<file path="src/rtl/spi_rx_fifo.sv">
`default_nettype none
// ============================================================================
//  Module   : spi_rx_fifo
//  Purpose  : Receive-side byte buffer downstream of spi_master. Every byte
//             flagged by a new_data pulse is pushed into a small synchronous
//             FIFO. The FIFO drains through a registered read port and flags
//             dropped bytes with a sticky overflow bit.
//  Option   : Define SPI_RX_FIFO_FRAME_TAG_EN to tag the first byte written
//             after each falling edge of the active-low chip select (ss).
//             The tag is returned on rd_sof together with the byte.
//  Ports    :
//     clk       in   system clock (CLK_26 domain shared with spi_master)
//     rst       in   asynchronous active-high reset
//     new_data  in   one-cycle pulse, data_in valid in the same cycle
//     data_in   in   [7:0] received byte
//     ss        in   active-low chip select, used only for frame tagging
//     rd_en     in   read request
//     clr_ovf   in   clears the sticky overflow flag
//     rd_data   out  [7:0] registered read byte
//     rd_valid  out  one-cycle pulse per accepted read
//     rd_sof    out  first-byte-of-frame tag, valid with rd_valid
//     empty     out  FIFO holds no entries
//     full      out  FIFO holds DEPTH entries
//     count     out  [AW:0] number of entries
//     overflow  out  sticky, a byte was dropped
//  Revision : 1.0  initial release
// ============================================================================
module spi_rx_fifo #(
    parameter int DEPTH = 16,
    parameter int AW    = 4
) (
    input  logic          clk,
    input  logic          rst,
    input  logic          new_data,
    input  logic [7:0]    data_in,
    input  logic          ss,
    input  logic          rd_en,
    input  logic          clr_ovf,
    output logic [7:0]    rd_data,
    output logic          rd_valid,
    output logic          rd_sof,
    output logic          empty,
    output logic          full,
    output logic [AW:0]   count,
    output logic          overflow
);

`ifdef SPI_RX_FIFO_FRAME_TAG_EN
    localparam int c_EW = 9;
`else
    localparam int c_EW = 8;
`endif

    localparam logic [AW:0] c_FULL_CNT = (AW+1)'(DEPTH);

    // ------------------------------------------------------------------------
    // Storage and pointers
    // ------------------------------------------------------------------------
    logic [c_EW-1:0] r_mem [DEPTH];
    logic [AW-1:0]   r_wptr;
    logic [AW-1:0]   r_rptr;

    logic            w_rd_acc;
    logic            w_wr_acc;
    logic            w_drop;
    logic [AW:0]     w_count_nxt;
    logic [c_EW-1:0] w_wr_entry;

    // A read needs data present. A write needs a free slot, but when full
    // a read accepted in the same cycle frees the slot being written, since
    // wptr == rptr and the old entry is fetched before it is overwritten.
    // When empty the read is refused, so a concurrent write never falls
    // through to the read port.
    assign w_rd_acc = rd_en && !empty;
    assign w_wr_acc = new_data && (!full || w_rd_acc);
    assign w_drop   = new_data && full && !w_rd_acc;

    always_comb begin
        w_count_nxt = count;
        if (w_wr_acc && !w_rd_acc) begin
            w_count_nxt = count + 1'b1;
        end else if (w_rd_acc && !w_wr_acc) begin
            w_count_nxt = count - 1'b1;
        end
    end

    // ------------------------------------------------------------------------
    // Optional frame tagging
    // ------------------------------------------------------------------------
`ifdef SPI_RX_FIFO_FRAME_TAG_EN
    logic r_ss_q;
    logic r_sof_pending;
    logic w_ss_fall;

    assign w_ss_fall  = r_ss_q && !ss;
    assign w_wr_entry = {r_sof_pending, data_in};

    // The chip-select history starts idle (high). A new falling edge arms
    // the flag even if a write lands in the same cycle; only a write that
    // is actually stored consumes it, so dropped bytes leave it armed.
    always_ff @(posedge clk or posedge rst) begin
        if (rst) begin
            r_ss_q        <= 1'b1;
            r_sof_pending <= 1'b0;
        end else begin
            r_ss_q <= ss;
            if (w_ss_fall) begin
                r_sof_pending <= 1'b1;
            end else if (w_wr_acc) begin
                r_sof_pending <= 1'b0;
            end
        end
    end

    always_ff @(posedge clk or posedge rst) begin
        if (rst) begin
            rd_sof <= 1'b0;
        end else if (w_rd_acc) begin
            rd_sof <= r_mem[r_rptr][8];
        end
    end
`else
    logic w_unused_ss;

    assign w_unused_ss = ss;
    assign w_wr_entry  = data_in;
    assign rd_sof      = 1'b0;
`endif

    // ------------------------------------------------------------------------
    // Memory array: no reset, contents are don't-care until written
    // ------------------------------------------------------------------------
    always_ff @(posedge clk) begin
        if (w_wr_acc) begin
            r_mem[r_wptr] <= w_wr_entry;
        end
    end

    // ------------------------------------------------------------------------
    // Pointers, occupancy, status flags and read port
    // ------------------------------------------------------------------------
    always_ff @(posedge clk or posedge rst) begin
        if (rst) begin
            r_wptr   <= '0;
            r_rptr   <= '0;
            count    <= '0;
            empty    <= 1'b1;
            full     <= 1'b0;
            overflow <= 1'b0;
            rd_data  <= 8'h00;
            rd_valid <= 1'b0;
        end else begin
            if (w_wr_acc) begin
                r_wptr <= r_wptr + 1'b1;
            end
            if (w_rd_acc) begin
                r_rptr  <= r_rptr + 1'b1;
                rd_data <= r_mem[r_rptr][7:0];
            end
            rd_valid <= w_rd_acc;
            count    <= w_count_nxt;
            empty    <= (w_count_nxt == '0);
            full     <= (w_count_nxt == c_FULL_CNT);
            // A fresh drop outranks a clear request in the same cycle.
            if (w_drop) begin
                overflow <= 1'b1;
            end else if (clr_ovf) begin
                overflow <= 1'b0;
            end
        end
    end

endmodule
`default_nettype wire

</file>
<file path="config.mk">
export PLATFORM = sky130hd
export DESIGN_NAME = spi_rx_fifo
export DESIGN_NICKNAME = d
export VERILOG_FILES = /design/src/rtl/spi_rx_fifo.sv
export SDC_FILE = /design/constraint.sdc
export NUM_CORES = 1
export LEC_CHECK = 0
export BUFFER_PORTS_ARGS = -buffer_cell sky130_fd_sc_hd__buf_2
export CAP_MARGIN = 20
export CORE_MARGIN = 5
export CORE_UTILIZATION = 55
export CTS_CLUSTER_SIZE = 14
export DETAILED_ROUTE_END_ITERATION = 8
export PLACE_DENSITY = 0.73
export SLEW_MARGIN = 20
export SYNTH_ARGS = -nofsm -noshare
export SYNTH_HDL_FRONTEND = slang
export SYNTH_SLANG_ARGS = --single-unit
</file>
<file path="constraint.sdc">
create_clock -name clk -period 3.3 [get_ports clk]
set_clock_uncertainty 0.05 [all_clocks]
set_input_delay 0.495 -clock clk [delete_from_list [all_inputs] [get_ports clk]]
set_output_delay 0.495 -clock clk [all_outputs]
set_load 0.01 [all_outputs]
</file>
* After elaboration in Yosys (flattened, before gate mapping) *
Memory sizes are Yosys's and may differ from the RTL's. A register that Yosys moved wholly into a read port is not among the register bits.
Cells that the tools add are included.

cells by class
  add/sub/neg operators = 4
  equal/unequal tests = 1
  reductions and logical operators = 13
  mux-type cells = 6

operator list
  cell                   number
  $mux W5                2
  $add A4 B1 Y4 const B  2
  $logic_and A1 B1 Y1    6
  $add A5 B1 Y5 const B  1
  $eq A5 B5 Y1 const B   1
  $logic_not A5 Y1       1
  $sub A5 B1 Y5 const B  1
  $logic_not A1 Y1       4
  $mux W1                4
  $reduce_bool A2 Y1     1
  $logic_or A1 B1 Y1     1

word-level totals
  memory bits (writable) = 128
  input port bits = 14
  word-level logic and storage cells = 32
  output and inout bits = 18
  memories = 1
  register bits after elaboration = 17

memories
  memory  words  width  rd ports  clocked after memory_dff  write ports  line  text
  r_mem   16     8      1         1                         1            59    logic [c_EW-1:0] r_mem [DEPTH];

* Longest topological paths before layout *
  depth after elaboration = 9
  gate-level depth with buffers = 7
  mapped depth without buffers = 7

* Worst setup path before layout *
No wires, ideal clock.

  path kind = input to register
  start = in rd_en
  end = mem r_mem[7][0], enable pin
  stages on the path = 5
  data required time = 2.865 ns
  setup time = 0.385 ns
  path buffers = 1
  arrival = 1.729 ns
  path slack = 1.136 ns
  cell sequence = nand2b_1 buf_6 a21boi_2 nand2_1 nor3b_1

on the way
  word-level cells in the longest chain between the ends = 5

RTL lines
  element                        line  text
  start, declared                37    input logic rd_en,
  $logic_and A1 B1 Y1            74    assign w_rd_acc = rd_en && !empty;
  $logic_or A1 B1 Y1             75    assign w_wr_acc = new_data && (!full || w_rd_acc);
  $logic_and A1 B1 Y1            75
  $mux W1                        134   if (w_wr_acc) begin
  $mux W1 (implied by the code)  135   r_mem[r_wptr] <= w_wr_entry;
  end, declared                  59

Every way passes these cells.

==> flow_summary.json <==
{
  "viasPerCell": 5.87,
  "syn_area_sq_um": 6230,
  "port_buffers": 29,
  "yosysSeqAreaShare_pct": 71.7,
  "dr_total_vias": 3403,
  "coreArea_sq_um": 11000,
  "holdBufCountCts": 0,
  "synth_nets": 420,
  "power_density_nw_per_um2": 877,
  "clock_tree.buffer_depth": 2,
  "muxShareOfSynthArea_pct": 10.3,
  "clockPowerShare_pct": 30.3,
  "arrival_ps": 2540,
  "drc": 0,
  "area_delta_synth_final_pct": 13.1,
  "grt_pass1_wl_um": 18100,
  "fp.dieArea_sq_um": 13600,
  "cp-start-kind": "register",
  "synth_cells": 399,
  "period_minus_slack_ps": 2320,
  "critPathKind": "register to register",
  "post-route-period-util_pct": 70.2,
  "cp_cell_sequence": "mux2i_1 -> o22ai_1 -> nor4_1 -> nor3_1",
  "final_common_cell": "edfxtp_1",
  "synth_adder_area_share_pct": 1.41,
  "die_x_um": 116,
  "power.internal_uw": 4190,
  "dp.final_hpwl_um": 7060,
  "insertion_delay_ps": 420,
  "pre_cts_ws_ps": 946,
  "wl_per_cell_um": 20.2,
  "grtUsageTotal_pct": 18.7,
  "min_path_type": "input pin to async pin",
  "synth_top_family_by_area": "multiplexers",
  "insertedDiodeCount": 0,
  "grt_max_degree": 43,
  "synth-xor-area-share_pct": 1.41,
  "cp_slowest_cell": "dfrtp_4",
  "dr.first_iter.drc_count": 250,
  "clk_pin_slew_ps": 60,
  "max_cap_viol_count": 0,
  "routed_wl_um": 11700,
  "slew_headroom_pct": 49.0,
  "ys_warn_count": 0,
  "max_freq_mhz": 432,
  "setup_ws_ps": 984,
  "setup_violations": 0,
  "ant_nets": 0,
  "synthSimpleGateAreaFrac_pct": 7.93,
  "grt_remaining_overflow": 0,
  "synth_compound_area_share_pct": 4.50,
  "synth_area_per_cell_sq_um": 15.6,
  "postCtsSetupBuffers": 0,
  "start_util_pct": 56.7,
  "hold_viol_final": 0,
  "setup_tns_ps": 0,
  "switchingPower_uw": 1990,
  "ir_drop_mv": 0.597,
  "htreeDepth": 4,
  "fp-row-count": 38,
  "maxSlewViolCount": 0,
  "required_ps": 3520,
  "final_cell_mix": "edfxtp_1 (128), mux2i_1 (64), buf_2 (29)",
  "cts_resized": 0,
  "die_h_um": 116,
  "grt_pass1_vias": 3291,
  "antenna_found_initial": 0,
  "swShare_pct": 32.2,
  "grt_setup_unrepaired": "false",
  "synth_seq_cells": 153,
  "drive_above_1_share_pct": 16.1,
  "cts_made_buffers": 17,
  "p_seq_share_pct": 44.7,
  "ios": 32,
  "pwr-share-comb_pct": 25.0,
  "whs_ps": 66.8,
  "final_nets": 448,
  "cts_tree": "built",
  "status": "finished clean",
  "slowest_delay_ps": 910,
  "synth_cell_type_count": 41,
  "worst_slew_pin_slew_ps": 765,
  "gp_congestion": 0.792,
  "clkSinkCount": 153,
  "path_max_fanout": 42,
  "p_leak_uw": 0.00261,
  "first_pass_iters": 5,
  "end_kind": "register",
  "cts_root_buffer": "clkbuf_16"
}
[synth_stat cells]
cell	number	area share, %
o2111ai_1	1	0.14
nor4_1	16	1.6
dfstp_2	1	0.42
inv_2	1	0.060
conb_1	1	0.060
edfxtp_1	128	62
nor3b_2	1	0.20
nor3_1	11	0.88
nand2b_1	3	0.30
buf_2	7	0.56
o21ai_1	2	0.16
o21ai_0	11	0.88
nand4_1	2	0.20
a31o_1	1	0.14
ha_1	7	1.4
nand3b_4	1	0.32
inv_1	6	0.36
and3_1	7	0.70
dfrtp_1	24	9.6
buf_4	6	0.72
a31oi_1	1	0.10
a21boi_2	1	0.18
a2bb2o_1	1	0.16
a31oi_2	1	0.20
nor2b_1	2	0.20
buf_6	2	0.36
o22ai_1	24	2.4
nor3b_1	1	0.12
xnor2_1	8	1.1
and4bb_1	1	0.20
nor2_1	20	1.2
a211oi_1	1	0.12
xor2_1	2	0.28
and2_1	3	0.30
nand3_1	4	0.32
clkbuf_1	10	0.60
or3_1	1	0.10
and4_1	4	0.56
or2_1	1	0.10
mux2i_1	64	10
nand2_1	10	0.60
[registers in the layout (all words and copies together), names as in the netlist]
signal    flops
r_rptr        4
overflow      1
r_wptr        4
count         5
rd_data       8
r_mem       128
empty         1
rd_valid      1
full          1
[per-stage QoR]
| stage | area, sq um | std cells | utilization, % | total power [uW] |
|---|---|---|---|---|
| floorplan | 6230 | 399 | - | 3860 |
| global placement | 6460 | 548 | 58.9 | 4270 |
| detailed placement | 6460 | 548 | 58.9 | 4320 |
| CTS | 7040 | 580 | 64.1 | 6190 |
| global route | 7040 | 580 | 64.1 | 6470 |
| finish | 7040 | 580 | 64.1 | 6180 |
[per-layer routing]
layer | share of wire, % | up-vias | track usage, %
met1 | 42 | 1689 | 23.7
met3 | 6.6 | 14 | 5.23
li1 | - | 1595 | -
met5 | 0 | - | 0
met2 | 50 | 105 | 31.4
met4 | 0.99 | 0 | 6.42
[layout make-up]
| class | instances | area (sq um) |
|---|---|---|
| fill | 755 | 3940 |
| inverter | 7 | 26.3 |
| sequential | 153 | 4470 |
| multi-input combinational | 214 | 1590 |
| clock inverter | 14 | 150 |
| timing repair buffer | 34 | 195 |
| tap | 140 | 175 |
| clock buffer | 18 | 429 |
[critical path, delay by kind of cell (launching register included)]
family / cells / cell delay [ps]
muxes: 1 / 320
and+or+nand+nor: 2 / 740
DFF: 1 / 910
AOI/OAI and AO/OA: 1 / 110
[logic make-up (layout without fill, tap and decap cells)]
| logic type | count (synthesis) | after routing |
|---|---|---|
| xor gates and xnor gates | 10 | 10 |
| muxes | 64 | 64 |
| and+or+nand+nor | 88 | 88 |
| buffers and inverters | 32 | 73 |
| AOI/OAI and AO/OA | 44 | 44 |
| other | 1 | 1 |
| DFF | 153 | 153 |
| adders and majority gates | 7 | 7 |
[worst paths after layout]
| kind | slack (ps) | endpoint | from | cells past startpoint |
|---|---|---|---|---|
| worst max register to register | 980 | rd_data[3] | r_rptr[0] | 4 |
| worst max-delay path | 980 | rd_data[3] | r_rptr[0] | 4 |
| worst min-delay path | 70 | rd_data[1] | rst | 2 |
| min in group clk | 230 | overflow | clr_ovf | 2 |
| max in group asynchronous | 2720 | r_rptr[0] | rst | 2 |
| worst min register to register | 470 | count[4] | count[4] | 1 |
[power groups by stage]
stage / Sequential (uW) / Clock (uW) / Combinational (uW)
floorplan: 2600 / 0 / 1260
detailed placement: 2790 / 0 / 1530
global placement: 2770 / 0 / 1500
finish: 2760 / 1870 / 1550
global route: 2800 / 1970 / 1700
CTS: 2760 / 1880 / 1550
Note: power is estimated with default switching activity, not from simulation.
